File: config.mk
export PLATFORM = sky130hd
export DESIGN_NAME = pipeline_skid_stage
export DESIGN_NICKNAME = d
export VERILOG_FILES = /design/src/rtl/pipeline_skid_stage.sv
export SDC_FILE = /design/constraint.sdc
export NUM_CORES = 1
export LEC_CHECK = 0
export ABC_AREA = 1
export BUFFER_PORTS_ARGS = -buffer_cell sky130_fd_sc_hd__buf_2
export CORE_AREA = 3 3 130 132
export CTS_CLUSTER_DIAMETER = 150
export CTS_CLUSTER_SIZE = 16
export DETAILED_ROUTE_END_ITERATION = 8
export DIE_AREA = 0 0 133 135
export PLACE_DENSITY = 0.6
export SLEW_MARGIN = 20
export SYNTH_ARGS = -nofsm -noshare
export SYNTH_HDL_FRONTEND = slang
export SYNTH_SLANG_ARGS = --single-unit
File: constraint.sdc
create_clock -name clock -period 2.4 [get_ports clock]
set_clock_uncertainty 0.2 [all_clocks]
set_input_delay 0.48 -clock clock [delete_from_list [all_inputs] [get_ports clock]]
set_output_delay 0.48 -clock clock [all_outputs]
set_load 0.02 [all_outputs]
File: src/rtl/pipeline_skid_stage.sv
// Two-entry skid buffer pipeline stage (main + skid) with halt lock, flush
// and a saturating back-pressure counter. All outputs come straight from flops.
module pipeline_skid_stage #(
    parameter int                 NB_DATA     = 32,
    parameter int                 NB_CTRL     = 9,
    parameter logic [NB_CTRL-1:0] CTRL_BUBBLE = {NB_CTRL{1'b0}},
    parameter int                 NB_CNT      = 16,
    parameter bit                 NEG_EDGE    = 1'b1
) (
    input  logic               clock,
    input  logic               reset,
    input  logic               flush,
    input  logic               in_valid,
    output logic               in_ready,
    input  logic [NB_DATA-1:0] in_data,
    input  logic [NB_CTRL-1:0] in_ctrl,
    input  logic               in_halt,
    output logic               out_valid,
    input  logic               out_ready,
    output logic [NB_DATA-1:0] out_data,
    output logic [NB_CTRL-1:0] out_ctrl,
    output logic               out_halt,
    output logic               halt_lock,
    output logic [NB_CNT-1:0]  stall_count
);

    typedef enum logic [1:0] {
        ST_EMPTY = 2'd0,
        ST_FULL  = 2'd1,
        ST_SKID  = 2'd2
    } state_t;

    state_t             state_q, state_d;
    logic [NB_DATA-1:0] main_data_q, main_data_d, skid_data_q, skid_data_d;
    logic [NB_CTRL-1:0] main_ctrl_q, main_ctrl_d, skid_ctrl_q, skid_ctrl_d;
    logic               main_halt_q, main_halt_d, skid_halt_q, skid_halt_d;
    logic               out_valid_q, out_valid_d;
    logic               in_ready_q, in_ready_d;
    logic               halt_lock_q, halt_lock_d;
    logic [NB_CNT-1:0]  stall_q, stall_d;
    logic               accept_s, drain_s;
    logic               active_clk_s;

    // Edge selection is static, so inverting the clock keeps one flop style.
    assign active_clk_s = NEG_EDGE ? ~clock : clock;

    assign accept_s = in_valid & in_ready_q;
    assign drain_s  = out_valid_q & out_ready;

    // Next-state, entry movement, halt lock and stall counter.
    always_comb begin
        state_d     = state_q;
        main_data_d = main_data_q;
        main_ctrl_d = main_ctrl_q;
        main_halt_d = main_halt_q;
        skid_data_d = skid_data_q;
        skid_ctrl_d = skid_ctrl_q;
        skid_halt_d = skid_halt_q;
        halt_lock_d = halt_lock_q;
        stall_d     = stall_q;

        case (state_q)
            ST_EMPTY: begin
                if (accept_s) begin
                    main_data_d = in_data;
                    main_ctrl_d = in_ctrl;
                    main_halt_d = in_halt;
                    state_d     = ST_FULL;
                end else begin
                    state_d = ST_EMPTY;
                end
            end
            ST_FULL: begin
                if (accept_s && drain_s) begin
                    main_data_d = in_data;
                    main_ctrl_d = in_ctrl;
                    main_halt_d = in_halt;
                end else if (accept_s) begin
                    skid_data_d = in_data;
                    skid_ctrl_d = in_ctrl;
                    skid_halt_d = in_halt;
                    state_d     = ST_SKID;
                end else if (drain_s) begin
                    // Main ctrl/halt are kept masked whenever the entry is invalid.
                    main_ctrl_d = CTRL_BUBBLE;
                    main_halt_d = 1'b0;
                    state_d     = ST_EMPTY;
                end else begin
                    state_d = ST_FULL;
                end
            end
            ST_SKID: begin
                if (drain_s) begin
                    main_data_d = skid_data_q;
                    main_ctrl_d = skid_ctrl_q;
                    main_halt_d = skid_halt_q;
                    state_d     = ST_FULL;
                end else begin
                    state_d = ST_SKID;
                end
            end
            default: begin
                state_d = ST_EMPTY;
            end
        endcase

        if (accept_s && in_halt) begin
            halt_lock_d = 1'b1;
        end else begin
            halt_lock_d = halt_lock_q;
        end

        if (flush) begin
            state_d     = ST_EMPTY;
            main_ctrl_d = CTRL_BUBBLE;
            main_halt_d = 1'b0;
            skid_ctrl_d = CTRL_BUBBLE;
            skid_halt_d = 1'b0;
            halt_lock_d = 1'b0;
        end else begin
            halt_lock_d = halt_lock_d;
        end

        if (out_valid_q && !out_ready && (stall_q != {NB_CNT{1'b1}})) begin
            stall_d = stall_q + {{(NB_CNT-1){1'b0}}, 1'b1};
        end else begin
            stall_d = stall_q;
        end

        out_valid_d = (state_d != ST_EMPTY);
        in_ready_d  = (state_d != ST_SKID) && !halt_lock_d;
    end

    // State and entry registers; reset wins over everything.
    always_ff @(posedge active_clk_s) begin
        if (reset) begin
            state_q     <= ST_EMPTY;
            main_data_q <= {NB_DATA{1'b0}};
            main_ctrl_q <= CTRL_BUBBLE;
            main_halt_q <= 1'b0;
            skid_data_q <= {NB_DATA{1'b0}};
            skid_ctrl_q <= CTRL_BUBBLE;
            skid_halt_q <= 1'b0;
            out_valid_q <= 1'b0;
            in_ready_q  <= 1'b1;
            halt_lock_q <= 1'b0;
            stall_q     <= {NB_CNT{1'b0}};
        end else begin
            state_q     <= state_d;
            main_data_q <= main_data_d;
            main_ctrl_q <= main_ctrl_d;
            main_halt_q <= main_halt_d;
            skid_data_q <= skid_data_d;
            skid_ctrl_q <= skid_ctrl_d;
            skid_halt_q <= skid_halt_d;
            out_valid_q <= out_valid_d;
            in_ready_q  <= in_ready_d;
            halt_lock_q <= halt_lock_d;
            stall_q     <= stall_d;
        end
    end

    assign in_ready    = in_ready_q;
    assign out_valid   = out_valid_q;
    assign out_data    = main_data_q;
    assign out_ctrl    = main_ctrl_q;
    assign out_halt    = main_halt_q;
    assign halt_lock   = halt_lock_q;
    assign stall_count = stall_q;

endmodule

== Word-level counts from Yosys, hierarchy flattened ==
Cells that the tools add are included.
Widths: inputs -> output; s select.
Storage, ports and cells
  register bits: 105
  output and inout bits: 61
  logic and storage cells: 63
Operators by class
  add/sub/neg operators: 1
  equality and inequality tests: 9
  multiplexer cells: 25
  bitwise logic cells: 3
  reductions and logical operators: 14
Operator list (number)
  $mux 32: 3
  $pmux 32 s3: 1
  $mux 9: 5
  $pmux 9 s3: 1
  $add 16x1->16 const B: 1
  $ne 16x16->1 const B: 1
  $mux 1: 9
  $mux 2: 4
  $ne 2x2->1 const B: 4
  $ne 3x3->1 const B: 2
  $pmux 2 s3: 1
  $logic_and 1x1->1: 5
  $reduce_and 5->1: 1
  $reduce_and 4->1: 1
  $pmux 1 s3: 1
  $reduce_and 3->1: 1
  $reduce_bool 3->1: 1
  $and 1x1->1: 2
  $eq 2x1->1 const B: 1
  $eq 2x2->1 const B: 1
  $logic_not 1->1: 2
  $logic_not 2->1: 1
  $reduce_bool 2->1: 1
  $reduce_or 2->1: 1
  $not 1->1: 1

== Depth between registers and ports, before layout ==
  depth after elaboration: 8
  depth in mapped cells: 10
  depth with buffers taken out: 9

==> results.md <==
- Hold WC Path Type: reg -> reg
- Non-Filler Cell Area, Final: 9080 um2
- Critical path required time: 1.72 ns
- Area growth from synthesis to final layout: 91.3%
- VDD IR-drop max: roughly 420 uV
- Cell area after synthesis: ~4700 um2
- Crit Reg-Reg Endpoint: stall_count[4]
- Syn_nets: between 700 and 800
- Worst reg-to-reg setup slack: 0.27 ns
- Crit-path max cell delay: approximately 0.35 ns
- Placed Instances: 1027
- Status: finished, violations left
- Worst slew margin: slightly below 70%
- Non-filler cells, final: between 1000 and 1500
- Pre-CTS setup slack: -0.618 ns
- Kind of critical path: reg -> out
- Worst path slowest cell: dfxtp_2
- Multi-input gate area: roughly 3400 um2
- Final hold viol count: 0
- CTS Buffer Depth: 2
- Remaining routing DRC violations: 0
- Cell Chain, Critical Path: buf_6
- RSZ-0062 raised after global routing: true
- GRT overflow: 0
- Crit-path leading delay family: flip-flops
- DRT antenna net count: 0
- Routed len/inst: approximately 15 um
- Register area: ~2200 um2
- Die W: 133 um
- # fillers: roughly 1400
- Post-synthesis sequential area ratio: about 44%
- Crit path from: out_data[28]
- Antenna fix cells: 0
- Port Buffers: 107
- Final setup violation count: 154
- Die area: roughly 18000 um2
- GR Util All Layers: a little under a fifth
- Fin nets: approximately 1000
- Worst Path Max Fanout: 2
- Maxcap violations: 0
- Slew @ Worst Pin: between 0.4 and 0.5 ns
- YS warnings: 0
- Layout cells sized above 1: 54.0%
- TritonCTS clock tree: done
- Reg2reg start: stall_count[1]
- Final WL: roughly 18 mm
- Die Y: 135 um
- CP bufs+invs: 1
- Max-slew violations: 0
- Core ar.: about 16000 um2
- Critical Path End: out_data[28]
- Leak: about 0.0041 uW
- H-tree levels: 3
- Num CTS Buffers: 9
- Synthesized flop and latch total: between 100 and 150
- CP Launch Type: flip-flop
- Final Core Density: 57.4%
- Largest net degree at the start of global routing: 35
- Routability cong.: approximately 0.80
- Synth Area per Inst: between 6 and 7 um2
- Failing checks: negative setup slack
- Row count: 46
- Unique masters post-synth: 29
- Clk sinks: around 110
- Vias in the first global route: 5910
- Fin worst setup slack: -0.389 ns
- Crit end category: output port
- Initial antenna violation count: 2
- First-pass DRT Iterations: 5
- Post-placement cell area: slightly above 6000 um2
- I/O pins: 108
- Worst-skew pair later-pin latency: 0.45 ns
- Syn Inst Count: around 690
- DR iter-0 viols: 202
- PwrDens: about 580 nW/um2
- Dpl hpwl: between 9 and 10 mm
- Cells on worst reg2reg path: 12
- Worst path depth: 1
- Vias per cell: 4.80
- Hold_buf cts: 0
- Initial Utilization: ~30%
- Via count: 5792
- Arrival @ worst endpoint: between 2 and 2.5 ns
- CTS clk-pin slew, worst paths: roughly 0.06 ns
- First-pass GRT wire length: roughly 28 mm
- Root buf cell: clkbuf_16
layout make-up:
class | count | area share (%)
clock buffer | 9 | 2.48
clock inverter | 112 | 5.18
inverter | 47 | 2.15
multi-input combinational | 494 | 37.9
sequential | 105 | 24.1
tap | 216 | 2.98
timing repair buffer | 224 | 25.2
metal layers:
layer	part of all wire [%]	routed length [um]	track usage, %
met5	0.13	23	0
met4	1.9	350	8.89
met3	6.2	1130	7.00
met2	52	9510	32.9
met1	39	7140	21.1
how the worst min path moves through the flow:
stage                            start            to  slack (ns)  depth (start not counted)
after floorplan            skid_halt_q   skid_halt_q        0.22                          2
final                      skid_halt_q   skid_halt_q        0.25                          2
after global placement     skid_halt_q   skid_halt_q        0.24                          2
after global routing      out_data[19]  out_data[19]        0.28                          2
after detailed placement   skid_halt_q   skid_halt_q        0.25                          2
after CTS                  skid_halt_q   skid_halt_q        0.25                          2
kinds of logic after synthesis:
family          share of synthesized area (%)
fa+ha+maj                                1.32
buf+inv                                  7.36
compound gates                           17.0
simple gates                             28.9
flops                                    44.3
xor+xnor                                 1.11
metrics by stage:
stage	setup TNS [ns]	hold slack (ns)	power (uW)
final	-32.96	0.249	5240
after global routing	-37.40	0.280	5610
after CTS	-31.15	0.254	5170
after detailed placement	-56.08	0.247	2740
after global placement	-54.44	0.244	2740
after floorplan	-26.97	0.224	2510
synthesized netlist by cell type:
cell	n	area share, %
xor2_1	4	0.74
nor2_1	92	7.3
o21a_1	1	0.16
buf_2	12	1.3
buf_1	1	0.079
nand4_1	7	0.92
nand2_4	1	0.24
nor2_2	3	0.40
o22ai_1	1	0.13
clkbuf_1	25	2.0
xnor2_1	2	0.37
a21oi_1	56	5.9
o211ai_1	1	0.16
nand3_1	51	5.4
inv_2	2	0.16
a21oi_2	10	1.8
nand2_1	173	14
o21ai_1	11	1.2
o21ai_0	65	6.9
inv_1	46	3.6
ha_1	5	1.3
nand3_2	1	0.21
nand2_2	4	0.53
nor2_4	1	0.24
o21bai_1	2	0.32
buf_6	1	0.24
o21ai_4	1	0.34
a21boi_1	1	0.16
dfxtp_1	105	44
sequential cells by signal (all words and copies together), names as in the netlist:
name / cells
out_data: 32
skid_data_q: 32
stall_count: 16
out_ctrl: 9
skid_ctrl_q: 9
state_q: 2
halt_lock: 1
in_ready: 1
out_halt: 1
out_valid: 1
skid_halt_q: 1
report_power, final:
group          leakage [uW]  switching [uW]  total [uW]  internal [uW]
Sequential         0.000881            65.5        1910           1850
Clock              0.000706            1230        2290           1050
Combinational       0.00255             547        1040            492
cells in the final DEF (no fill, tap or decap), drive strengths merged, types with 5 or more instances in the layout:
| cell | count |
|---|---|
| a21oi | 66 |
| o21ai | 78 |
| nand3 | 52 |
| nor2 | 96 |
| buf | 223 |
| nand2 | 178 |
| dfxtp | 105 |
| nand4 | 7 |
| clkbuf | 10 |
| ha | 5 |
| inv | 153 |
repair_timing:
action | 4_1_cts | 5_1_grt
gates resized for setup | 385 | 145
cloned | 15 | 1
setup buffers | 28 | 27
setup endpoints to repair | 160 | 164
pin swaps | 31 | 67
(Power assumes the default switching activity.)
